$ cat config.mk
export PLATFORM = sky130hd
export DESIGN_NAME = demx_slot_sched_flat
export DESIGN_NICKNAME = d
export VERILOG_FILES = /design/src/rtl/demx_slot_sched_pkg.sv /design/src/rtl/demx_slot_sched_if.sv /design/src/rtl/demx1_8.sv /design/src/rtl/demx_slot_sched_rr_next8.sv /design/src/rtl/demx_slot_sched.sv /design/src/flat_wrapper.sv
export SDC_FILE = /design/constraint.sdc
export NUM_CORES = 1
export LEC_CHECK = 0
export BUFFER_PORTS_ARGS = -buffer_cell sky130_fd_sc_hd__buf_2
export CAP_MARGIN = 20
export CORE_UTILIZATION = 54
export CTS_BUF_LIST = sky130_fd_sc_hd__clkbuf_4
export CTS_CLUSTER_SIZE = 10
export DETAILED_ROUTE_END_ITERATION = 16
export GPL_TIMING_DRIVEN = 0
export PLACE_DENSITY_LB_ADDON = 0.1
export RECOVER_POWER = 25
export SLEW_MARGIN = 40
export SYNTH_ARGS = -nofsm -noshare
export SYNTH_HDL_FRONTEND = slang
export SYNTH_SLANG_ARGS = --single-unit
$ cat constraint.sdc
create_clock -name clk -period 4 [get_ports clk]
set_input_delay 0.4 -clock clk [delete_from_list [all_inputs] [get_ports clk]]
set_output_delay 0.4 -clock clk [all_outputs]
set_load 0.02 [all_outputs]
$ cat src/rtl/demx_slot_sched_pkg.sv
// Shared types and constants for the demux slot scheduler.
package demx_slot_sched_pkg;

    localparam int NUM_LANES = 8;
    localparam int SEL_W     = 3;

    // Scheduler state encoding; exported on the interface for observation.
    typedef enum logic {
        ST_IDLE   = 1'b0,
        ST_ACTIVE = 1'b1
    } state_t;

endpackage

$ cat src/rtl/demx_slot_sched_if.sv
// Interface bundling the scheduler's control inputs and lane outputs.
//
// Handshake: there is no valid/ready pair. en and mask are levels the
// scheduler samples only in IDLE and at slot boundaries. hold and k are
// honoured every cycle. slot_start and frame_done are single-cycle
// strobes aligned with the first cycle of a slot.
interface demx_slot_sched_if;
    import demx_slot_sched_pkg::*;

    logic                 en;
    logic [NUM_LANES-1:0] mask;
    logic                 hold;
    logic                 k;
    logic [SEL_W-1:0]     sel;
    logic [NUM_LANES-1:0] y;
    logic                 busy;
    logic                 slot_start;
    logic                 frame_done;
    state_t               dbg_state;

    modport master (
        output en, mask, hold, k,
        input  sel, y, busy, slot_start, frame_done, dbg_state
    );

    modport slave (
        input  en, mask, hold, k,
        output sel, y, busy, slot_start, frame_done, dbg_state
    );
endinterface

$ cat src/rtl/demx1_8.sv
// Combinational 1:8 demultiplexer with enable.
module demx1_8 (
    input  logic       i_en,
    input  logic [2:0] i_sel,
    output logic [7:0] o_y
);
    // Drive only the selected lane; all others stay low.
    always_comb begin
        o_y = 8'd0;
        o_y[i_sel] = i_en;
    end
endmodule

$ cat src/rtl/demx_slot_sched_rr_next8.sv
// Round-robin search over 8 lanes: first set mask bit at/after base.
module rr_next8 (
    input  logic [7:0] i_mask,
    input  logic [2:0] i_base,
    input  logic       i_incl,
    output logic [2:0] o_nxt,
    output logic       o_found
);
    logic [2:0] w_off;
    logic [2:0] w_idx;

    // Scan from the farthest offset down so the nearest hit wins.
    always_comb begin
        o_nxt   = i_base;
        o_found = |i_mask;
        w_off   = 3'd0;
        w_idx   = 3'd0;
        for (int i = 7; i >= 0; i--) begin
            // Excluding base shifts offsets by one; offset 8 wraps to base itself.
            w_off = i_incl ? 3'(i) : 3'(i + 1);
            w_idx = i_base + w_off;
            if (i_mask[w_idx]) begin
                o_nxt = w_idx;
            end
        end
    end
endmodule

$ cat src/rtl/demx_slot_sched.sv
// Time-division scheduler driving the select of the 1:8 demux.
module demx_slot_sched
    import demx_slot_sched_pkg::*;
#(
    parameter int DWELL = 4,
    parameter int CW    = 8
) (
    input  logic               clk,
    input  logic               rst_n,
    demx_slot_sched_if.slave   bus
);
    localparam logic [CW-1:0] DWELL_M1 = CW'(DWELL - 1);

    state_t           r_state;
    logic [SEL_W-1:0] r_sel;
    logic [SEL_W-1:0] r_rr_ptr;
    logic [CW-1:0]    r_cnt;
    logic             r_busy;
    logic             r_slot_start;
    logic             r_frame_done;

    logic [SEL_W-1:0] w_base;
    logic             w_incl;
    logic [SEL_W-1:0] w_nxt;
    logic             w_found;
    logic             w_go;

    // IDLE resumes from the saved pointer inclusively; ACTIVE looks strictly past sel.
    assign w_base = (r_state == ST_IDLE) ? r_rr_ptr : r_sel;
    assign w_incl = (r_state == ST_IDLE);
    assign w_go   = bus.en & w_found;

    rr_next8 u_rr (
        .i_mask  (bus.mask),
        .i_base  (w_base),
        .i_incl  (w_incl),
        .o_nxt   (w_nxt),
        .o_found (w_found)
    );

    demx1_8 u_dmx (
        .i_en  (bus.k & r_busy),
        .i_sel (r_sel),
        .o_y   (bus.y)
    );

    // Slot FSM: start, dwell countdown with hold, boundary advance or stop.
    always_ff @(posedge clk or negedge rst_n) begin
        if (!rst_n) begin
            r_state      <= ST_IDLE;
            r_sel        <= '0;
            r_rr_ptr     <= '0;
            r_cnt        <= '0;
            r_busy       <= 1'b0;
            r_slot_start <= 1'b0;
            r_frame_done <= 1'b0;
        end else begin
            case (r_state)
                ST_IDLE: begin
                    r_frame_done <= 1'b0;
                    if (w_go) begin
                        r_state      <= ST_ACTIVE;
                        r_sel        <= w_nxt;
                        r_cnt        <= DWELL_M1;
                        r_busy       <= 1'b1;
                        r_slot_start <= 1'b1;
                    end else begin
                        r_slot_start <= 1'b0;
                    end
                end
                ST_ACTIVE: begin
                    if (bus.hold) begin
                        // Hold freezes the countdown and defers any boundary.
                        r_slot_start <= 1'b0;
                        r_frame_done <= 1'b0;
                    end else if (r_cnt != '0) begin
                        r_cnt        <= r_cnt - CW'(1);
                        r_slot_start <= 1'b0;
                        r_frame_done <= 1'b0;
                    end else if (w_go) begin
                        r_sel        <= w_nxt;
                        r_cnt        <= DWELL_M1;
                        r_slot_start <= 1'b1;
                        r_frame_done <= (w_nxt <= r_sel);
                    end else begin
                        r_state      <= ST_IDLE;
                        r_rr_ptr     <= r_sel + 3'd1;
                        r_busy       <= 1'b0;
                        r_slot_start <= 1'b0;
                        r_frame_done <= 1'b0;
                    end
                end
            endcase
        end
    end

    assign bus.sel        = r_sel;
    assign bus.busy       = r_busy;
    assign bus.slot_start = r_slot_start;
    assign bus.frame_done = r_frame_done;
    assign bus.dbg_state  = r_state;
endmodule

$ cat src/flat_wrapper.sv
// flat-port wrapper written by rule: the top's interface ports become plain ports
module demx_slot_sched_flat import demx_slot_sched_pkg::*;
#(
    parameter int DWELL = 4,
    parameter int CW    = 8
)
  (clk, rst_n, bus_en, bus_mask, bus_hold, bus_k, bus_sel, bus_y, bus_busy, bus_slot_start, bus_frame_done, bus_dbg_state);
  demx_slot_sched_if bus_i ();
  input  logic clk;
  input  logic rst_n;
  input wire logic [$bits(bus_i.en)-1:0] bus_en;
  input wire logic [$bits(bus_i.mask)-1:0] bus_mask;
  input wire logic [$bits(bus_i.hold)-1:0] bus_hold;
  input wire logic [$bits(bus_i.k)-1:0] bus_k;
  output wire logic [$bits(bus_i.sel)-1:0] bus_sel;
  output wire logic [$bits(bus_i.y)-1:0] bus_y;
  output wire logic [$bits(bus_i.busy)-1:0] bus_busy;
  output wire logic [$bits(bus_i.slot_start)-1:0] bus_slot_start;
  output wire logic [$bits(bus_i.frame_done)-1:0] bus_frame_done;
  output wire logic [$bits(bus_i.dbg_state)-1:0] bus_dbg_state;
  assign bus_i.en = bus_en;
  assign bus_i.mask = bus_mask;
  assign bus_i.hold = bus_hold;
  assign bus_i.k = bus_k;
  assign bus_sel = bus_i.sel;
  assign bus_y = bus_i.y;
  assign bus_busy = bus_i.busy;
  assign bus_slot_start = bus_i.slot_start;
  assign bus_frame_done = bus_i.frame_done;
  assign bus_dbg_state = bus_i.dbg_state;
  demx_slot_sched #(.DWELL(DWELL), .CW(CW)) u_core (.clk(clk), .rst_n(rst_n), .bus(bus_i));
endmodule
Word level (Yosys, flattened, before mapping)
Index checks and enable logic that the tools add are counted.
{ "totals": {"out_inout_bits": 15, "ff_bits": 18, "word_cells": 104, "input_bits": 13} }
{ "classes": {"n_addsub": 10, "muxes": 59, "n_reduce_logical": 6, "bitwise": 7, "magnitude_cmp": 11, "n_eq_ne": 4} }
{ "op_table": {"columns": ["op", "n"], "rows": [
  ["two-way mux 3 bit", 14],
  ["less-than comparator 3 x 4 -> 1 bit (second input constant)", 9],
  ["two-way mux 1 bit", 25],
  ["binary-select mux 1 bit (select 3 bit)", 8],
  ["two-way mux 8 bit", 3],
  ["case mux 8 bit (2 select lines)", 1],
  ["adder 3 bit", 5],
  ["bitwise AND 8 bit", 1],
  ["case mux 1 bit (2 select lines)", 4],
  ["AND reduction 4 bit", 2],
  ["nonzero test 8 bit", 1],
  ["OR reduction 8 bit", 1],
  ["subtractor 8 x 1 -> 8 bit (second input constant)", 1],
  ["adder 3 x 2 -> 3 bit", 2],
  ["!= test 2 bit (second input constant)", 3],
  ["case mux 3 bit (2 select lines)", 1],
  ["two-way mux 2 bit", 2],
  ["NOT 1 bit", 4],
  ["adder 3 x 1 -> 3 bit", 1],
  ["adder 3 x 1 -> 3 bit (second input constant)", 1],
  ["demux 1 bit (select 3 bit)", 1],
  [">= comparator 3 x 1 -> 1 bit (second input constant)", 1],
  ["less-or-equal comparator 3 bit", 1],
  ["bitwise AND 1 bit", 2],
  ["3 further kinds", 3]
]} }

Depth between registers and ports, before layout
Gate-level depths: netlist of the first run.
{ "depth": {"ltp_word": 17, "depth_mapped": 18, "mapped_depth_nobuf": 18} }

Hierarchy
From an unflattened synthesis of the first run, not the netlist that was laid out.
{ "hier_totals": {"cells_unflattened": 198, "area_unflattened_um2": 1963.1} }
{ "by_module_without_submodules": {"columns": ["mod", "cells_each", "instances", "area_each_um2"], "rows": [
  ["demx_slot_sched", 103, 1, 1056.0],
  ["rr_next8", 87, 1, 812.0],
  ["demx1_8", 8, 1, 95.1]
]} }

Least setup slack after synthesis of the first run
No wires, ideal clock.
{ "synth_path": {"path_kind": "register -> register", "start": "register u_core.r_state, in the netlist u_core.bus.dbg_state", "end": "register u_core.r_frame_done, in the netlist u_core.bus.frame_done", "stages_incl_launch_ff": 18, "slack_ns": 0.106, "synth_period_minus_slack_ns": 3.894, "arrival_ns": 3.793, "required_ns": 3.899, "n_path_buf": 1, "cell_sequence": "dfrtp_1 buf_2 nand2_1 o21ai_0 ha_1 ha_1 or4_1 o221ai_1 mux4_2 a21oi_1 o221ai_1 a311oi_1 nor2_1 ha_1 a21o_1 a21oi_1 a31oi_1 nor4_1"} }
{ "synth_via": {"elab_chain_len": 17} }
{ "synth_lines": {"columns": ["item", "line", "source"], "rows": [
  ["from (decl)", "demx_slot_sched.sv:14", "state_t r_state;"],
  ["from (signal assigned)", "demx_slot_sched.sv:50", "r_state <= ST_IDLE;"],
  ["from (signal assigned)", "demx_slot_sched.sv:62", "r_state <= ST_ACTIVE;"],
  ["from (signal assigned)", "demx_slot_sched.sv:86", "r_state <= ST_IDLE;"],
  ["two-way mux 3 bit (on tied branches)", "demx_slot_sched.sv:29, demx_slot_sched_rr_next8.sv:20", null],
  ["adder 3 bit", "demx_slot_sched_rr_next8.sv:21", "w_idx = i_base + w_off;"],
  ["binary-select mux 1 bit (select 3 bit)", "demx_slot_sched_rr_next8.sv:22", "if (i_mask[w_idx]) begin"],
  ["two-way mux 1 bit (implied by the code)", "demx_slot_sched_rr_next8.sv:22", null],
  ["two-way mux 3 bit (7 in a row)", "demx_slot_sched_rr_next8.sv:22", null],
  ["two-way mux 3 bit (*)", "demx_slot_sched_rr_next8.sv:22", null],
  ["net u_core.u_rr.o_nxt[1]", "demx_slot_sched_rr_next8.sv:6", "output logic [2:0] o_nxt,"],
  ["less-or-equal comparator 3 bit (*)", "demx_slot_sched.sv:84", "r_frame_done <= (w_nxt <= r_sel);"],
  ["two-way mux 1 bit (*)", "demx_slot_sched.sv:80", "end else if (w_go) begin"],
  ["two-way mux 1 bit (*)", "demx_slot_sched.sv:76", "end else if (r_cnt != '0) begin"],
  ["two-way mux 1 bit (*)", "demx_slot_sched.sv:72", "if (bus.hold) begin"],
  ["case mux 1 bit (2 select lines) (*)", "demx_slot_sched.sv:58", "case (r_state)"],
  ["to (signal assigned)", "demx_slot_sched.sv:84", null],
  ["to (decl)", "demx_slot_sched.sv:20", "logic r_frame_done;"]
]} }
The timed path passes the listed nets; every way through them passes the cells marked *. The select of a mux whose other input is x is not followed.
A chain may end at the register's enable or synchronous reset.

Worst setup path after layout of the first run
Ends and elaborated chain as after synthesis.

==> results.md, run 1 <==
- Area growth syn-to-layout: 17.33%
- Buffers & Inverters on Critical Path: 1
- Initial DRC Count: 130
- Busiest grt layer: met2
- CTS H-Tree Depth: 1
- Clk_lat worst skew: 0.29 ns
- Worst path cell trace: buf_6 > nand2_4 > o21ai_1 > ha_2 > ha_2 > or4b_4 > o221a_4 > mux4_2 > a21boi_2 > o311ai_2 > a311oi_2 > nor2_1 > ha_1 > a21o_1 > a21oi_2 > a31oi_1 > nor4_2
- Die W: 63.29 um
- Port bufs: 26
- Die footprint: 0.004005 sq mm
- Vias: 1880
- Antenna violations before repair: 0
- Clock Tree Buf Depth: 2
- Worst setup EP type: register
- Fin. max-slew vios: 0
- Synth Instances: roughly 220
- Wire length per cell: 16.94 um
- Final WL: 5048 um
- Met3 Resource Use GR: 3.080%
- CTS Buf Count: 3
- Largest net degree at the start of global routing: 19
- Async SR Flop Fraction: 100.0%
- Cell area after synthesis: about 0.0020 sq mm
- First-pass GRT wire length: between 8000 and 9000 um
- Die Y: 63.29 um
- GRT Residual Overflow: 0
- Synth Flop Type: dfrtp_1
- Rows: 21
- Synth Register Bits: 18
- Post-synth top area share: 22.21%
- Max-slew headroom: between 30% and 40%
- Largest stage delay, worst path: 0.50 ns
- Drc violations: 0
- Num ports: 28
- Layout cells sized above 1: 32.54%
- Total negative slack: 0 ns
- Core area: about 0.0035 sq mm
- CTS Sinks: 18
- Cell with the most instances after synthesis: nand2_1
- Routed Antenna Nets: 0
- Vias in the first global route: ~1800
- Critical Path RT: 4.20 ns
- WP data arrival: around 4 ns
- Met1 GRT Util: about 37%
- Vias/cell: 6.309
- Post-synthesis cell type count: 52
- Status: complete, no violations
- Reg2reg setup slack: between 0.2 and 0.3 ns
- Unrepaired setup endpoints after global routing: no
- Worst-margin pin slew: 0.9743 ns
- Leakage: 0.001025 uW
- CTS tree: yes
- Initial Util: between 50% and 60%
- Slowest CP cell: or4b_4
- Critical path fanouts, max: 10
- Area contributors post-synth: dfrtp_1 22%, mux4_2 14%, ha_1 6.8%
- Final period util: 93.71%
- Worst path top cell family by delay: compound AO/OA/AOI/OAI gates
- Most frequent CP cell: ha_2
- GRT Total Usage: between 20% and 30%
- Placed Cells: 295
- Met2 Track Usage GR: 46.91%
- Minimum clock period after layout: roughly 3.7 ns
- PwrDens: 968.6 mW/mm^2
- Avg Cell Area, Syn: between 9 and 10 sq um
- Startpoint type of the worst setup path: register
- Largest area contributor in the netlist: dfrtp_1
- Final setup viols: 0
- Skew final: 0.003959 ns
- Total iterations of the first detailed-routing run: 4
- DP Wirelength: approximately 3800 um
- Number of max-cap violations: 0
- Clock-pin slew on the worst setup and hold paths: ~0.1 ns
- Kind of critical path: reg -> reg
- Root Buffer: clkbuf_4
- Post-synth EDFFs: 0
- Post-synthesis sequential area ratio: roughly 22%
- Synth top cells by count: 21 x nand2_1, 18 x dfrtp_1, 18 x nor2_1, 14 x a21oi_1, 14 x inv_1
- Nets: 277
- Syn nets: 247
- Peak Freq: 0.2668 GHz
- Worst Hold Class: in -> async
- Final non-filler cell total: 298
- # hold bufs at CTS: 0
- Maximum vdd ir drop: 0.5181 mV
- Total power: 2305 uW
- GP Congestion: 0.9083
- Yosys Warn Count: 0
- # diodes: 0
- Final hold vios: 0
## cells by family after synthesis
family,after synthesis,share of synthesized area (%)
AOI/OAI and AO/OA,55,18.82
xor gates and xnor gates,6,2.591
adders and majority gates,11,6.786
buffers and inverters,23,4.874
DFF,18,22.21
muxes,33,26.22
and+or+nand+nor,77,18.51
## where the power goes
group / leakage (uW) / switching (uW) / internal [uW]
combinational: 0.000792 / 994 / 868
clock: 0.0000154 / 56.5 / 36.3
sequential: 0.000217 / 97.1 / 254
total: 0.00102 / 1150 / 1160
## what timing repair did
action | CTS | global route
setup endpoints to repair | 1 | 1
gates cloned | 0 | 0
resized for setup | 18 | 17
setup buffers | 2 | 0
pin swaps | 2 | 5
## metal layers
metal / vias to the layer above / wire length, um
met5: - / 0
met4: 0 / 58
met3: 4 / 200
met2: 50 / 2621
met1: 917 / 2167
li1: 909 / -
## layout by cell type (no fill, tap or decap), types with 5 or more instances in the layout
master | netlist | layout
nor2b_1 | 7 | 7
o211ai_1 | 5 | 5
mux2i_1 | 13 | 11
nand2_1 | 21 | 20
a21oi_1 | 14 | 12
o21ai_0 | 8 | 5
mux4_2 | 13 | 14
dfrtp_1 | 18 | 16
inv_1 | 14 | 14
buf_2 | 2 | 26
nand3_1 | 11 | 11
ha_1 | 11 | 8
nor2_1 | 18 | 18
## registers in the layout, indices dropped and copies added, names as in the netlist
register               count
u_core.r_cnt               8
u_core.bus.sel             3
u_core.r_rr_ptr            3
u_core.bus.busy            1
u_core.bus.dbg_state       1
u_core.bus.frame_done      1
u_core.bus.slot_start      1
## cell type report
type / count / area, sq um
Timing Repair Buffer: 28 / 143.9
Clock buffer: 3 / 22.52
Buffer: 4 / 31.28
Clock inverter: 1 / 3.754
Inverter: 16 / 66.31
Tap cell: 46 / 57.56
Sequential cell: 18 / 452.9
Multi-Input combinational cell: 182 / 1602
Fill cell: 300 / 1089
## stage by stage
step	util [%]	setup slack, ns	hold slack, ns	instance area [sq um]
global placement	63.89	-0.4132	0.3542	2216
finish	68.61	0.2516	0.2281	2380
global route	68.61	0.01625	0.2970	2380
CTS	66.77	0.02187	0.02785	2316
floorplan	-	0.1058	0.1044	2028
detailed placement	63.89	-0.4229	0.3544	2216
## path summary, 6_finish.rpt
kind,start,endpoint,depth (start not counted)
max,u_core.bus.dbg_state,u_core.bus.frame_done,17
min,rst_n,u_core.bus.busy,1
max reg2reg,u_core.bus.dbg_state,u_core.bus.frame_done,17
min reg2reg,u_core.r_cnt[7],u_core.r_cnt[7],1
max in group asynchronous,rst_n,u_core.bus.sel[0],1
min in group clk,bus_en,u_core.bus.frame_done,3
Note: power is estimated with default switching activity, not from simulation.
==> run 2, diff against run 1 <==
--- a/config.mk
+++ b/config.mk
@@ -7,6 +7,7 @@
 export LEC_CHECK = 0
 export BUFFER_PORTS_ARGS = -buffer_cell sky130_fd_sc_hd__buf_2
 export CAP_MARGIN = 20
+export CORE_ASPECT_RATIO = 0.8
 export CORE_UTILIZATION = 54
 export CTS_BUF_LIST = sky130_fd_sc_hd__clkbuf_4
 export CTS_CLUSTER_SIZE = 10
==> run 2 against run 1 <==
Against the previous run: the flow now finishes with violations (DRC); critical path depth is 1 lower; global-route usage is 0.85 points lower; first-iteration DRC count is 6.2% higher; cell count is 0.34% higher; non-clock buffer count is 5 higher; largest power group unchanged; power is 5.1% higher; critical path type unchanged; clock skew hardly changed; largest cell class unchanged.
==> results.md, run 2 (synthesized netlist as in run 1, its figures left out) <==
- Status: complete, but fails checks
- Failing checks: DRC
- Die W: 70.52 um
- Worst setup EP type: register
- Maximum vdd ir drop: 0.4882 mV
- Port bufs: 26
- Area growth syn-to-layout: 19.12%
- Switching power: 1208 uW
- Clock-pin slew on the worst setup and hold paths: ~0.11 ns
- Die Y: 56.82 um
- CTS H-Tree Depth: 1
- # diodes: 0
- Most flops, register: u_core.r_cnt
- Most common cell after layout, fill and taps aside: buf_2
- Flop pwr share: roughly 14%
- Root Buffer: clkbuf_4
- Final hold vios: 0
- Final WL: between 5000 and 6000 um
- Clock Tree Buf Depth: 2
- Die footprint: roughly 0.0040 sq mm
- CTS Sinks: 18
- Final period util: 96.38%
- Wire length per cell: 17.67 um
- Leakage: around 0.0011 uW
- Internal power consumption: 1214 uW
- Max FFs per register: 8
- Kind of critical path: reg -> reg
- Critical Path RT: approximately 4.2 ns
- Initial DRC Count: 138
- Final setup viols: 0
- Core area: 0.003518 sq mm
- CTS tree: yes
- Net Sw Frac: between 40% and 50%
- Fin. max-slew vios: 0
- GP Congestion: 0.8760
- WP data arrival: 4.06 ns
- Worst-margin pin slew: 0.9704 ns
- Vias/cell: 6.421
- DP Wirelength: around 3800 um
- R2R cell count: 16
- Placed inst area: 0.002211 sq mm
- Startpoint type of the worst setup path: register
- RR Startpoint: u_core.bus.dbg_state
- Clk_lat worst skew: 0.30 ns
- Number of max-cap violations: 0
- Vias in the first global route: 1705
- Total iterations of the first detailed-routing run: 11
- Layout cells sized above 1: ~33%
- # hold bufs at CTS: 0
- Nets: ~280
- Final core occ: 68.67%
- Routed Antenna Nets: 0
- PwrDens: 1002 mW/mm^2
- Reg2reg setup slack: 0.14 ns
- Minimum clock period after layout: 3.855 ns
- Critical path fanouts, max: 10
- Drc violations: 4
- Rows: 19
- Vias: 1920
- Commonest non-fill, non-tap cells in the layout: 26 x buf_2, 20 x nand2_1, 17 x nor2_1, 16 x dfrtp_1
- GRT Total Usage: 27.02%
- Largest net degree at the start of global routing: 19
- Max-slew headroom: 35.30%
- First-pass GRT wire length: 8355 um
- Comb power frac: 81.7%
- Clk pwr share: 3.9%
- RR Endpoint: u_core.bus.frame_done
- Initial Util: between 50% and 60%
- Skew final: 0.003607 ns
- Antenna violations before repair: 0
- Num ports: 28
- Final Cell Area: 0.002416 sq mm
- FILL cells: 282
- Peak Freq: approximately 0.26 GHz
- CTS Buf Count: 3
- GRT Residual Overflow: 0
- Worst Hold Class: in -> async
-- run 2: final cells by class --
type / instances / area (sq um) / share of cell area (%)
plain buffers: 4 / 27.53 / 1.139
clock inverters: 1 / 3.754 / 0.1554
inverters: 16 / 63.81 / 2.641
clock buffers: 3 / 22.52 / 0.9322
well taps: 42 / 52.55 / 2.175
repair buffers: 33 / 181.4 / 7.509
flip-flops and latches: 18 / 452.9 / 18.75
multi-input cells: 182 / 1612 / 66.70
-- run 2: metrics by stage --
step / hold slack, ns / setup WS, ns / setup TNS (ns) / power (uW) / std cells
after global routing: 0.2956 / -0.01453 / -0.01453 / 2611 / 299
after global placement: 0.3522 / -0.3371 / -0.3371 / 1970 / 291
final: 0.2200 / 0.1446 / 0 / 2422 / 299
after detailed placement: 0.3558 / -0.3740 / -0.3740 / 1995 / 291
after floorplan: 0.1044 / 0.1058 / 0 / 1651 / 223
after CTS: 0.02188 / 0.01572 / 0 / 2175 / 296
-- run 2: layer usage --
metal	GRT usage [%]	share of wire [%]	vias up
met5	0	0	-
met4	5.831	0.95	0
met3	4.847	5.5	4
met2	39.11	44	68
met1	41.82	49	920
li1	-	-	928
-- run 2: what timing repair did --
item	CTS	global route
pin swaps	2	4
setup buffers	3	4
endpoints found under the setup margin	1	1
cloned	0	0
gates resized for setup	9	26
-- run 2: critical path, cell delays in order (launching register included) --
cell,delay [ns]
dfrtp_2,0.42
buf_4,0.19
o21ai_1,0.22
ha_2,0.23
ha_2,0.20
xor2_1,0.33
o221a_4,0.32
mux4_2,0.33
a21boi_2,0.17
o311ai_1,0.13
a311oi_2,0.28
nor2_2,0.08
ha_1,0.30
a21o_1,0.16
a21oi_1,0.13
a31oi_1,0.06
nor4_1,0.22
-- run 2: power by group through the flow --
stage	sequential [uW]	clock, uW	combinational, uW
finish	348	95.0	1980
global route	358	108	2140
CTS	340	97.1	1740
detailed placement	345	0	1650
global placement	344	0	1630
floorplan	348	0	1300
-- run 2: how the worst max path moves through the flow --
stage                          from                    end  slack (ns)  depth (start not counted)
5_1_grt        u_core.bus.dbg_state  u_core.bus.frame_done       -0.01                         15
4_1_cts        u_core.bus.dbg_state  u_core.bus.frame_done        0.02                         17
3_3_place_gp   u_core.bus.dbg_state  u_core.bus.frame_done       -0.34                         17
6_report       u_core.bus.dbg_state  u_core.bus.frame_done        0.14                         16
2_1_floorplan  u_core.bus.dbg_state  u_core.bus.frame_done        0.11                         17
3_5_place_dp   u_core.bus.dbg_state  u_core.bus.frame_done       -0.37                         17
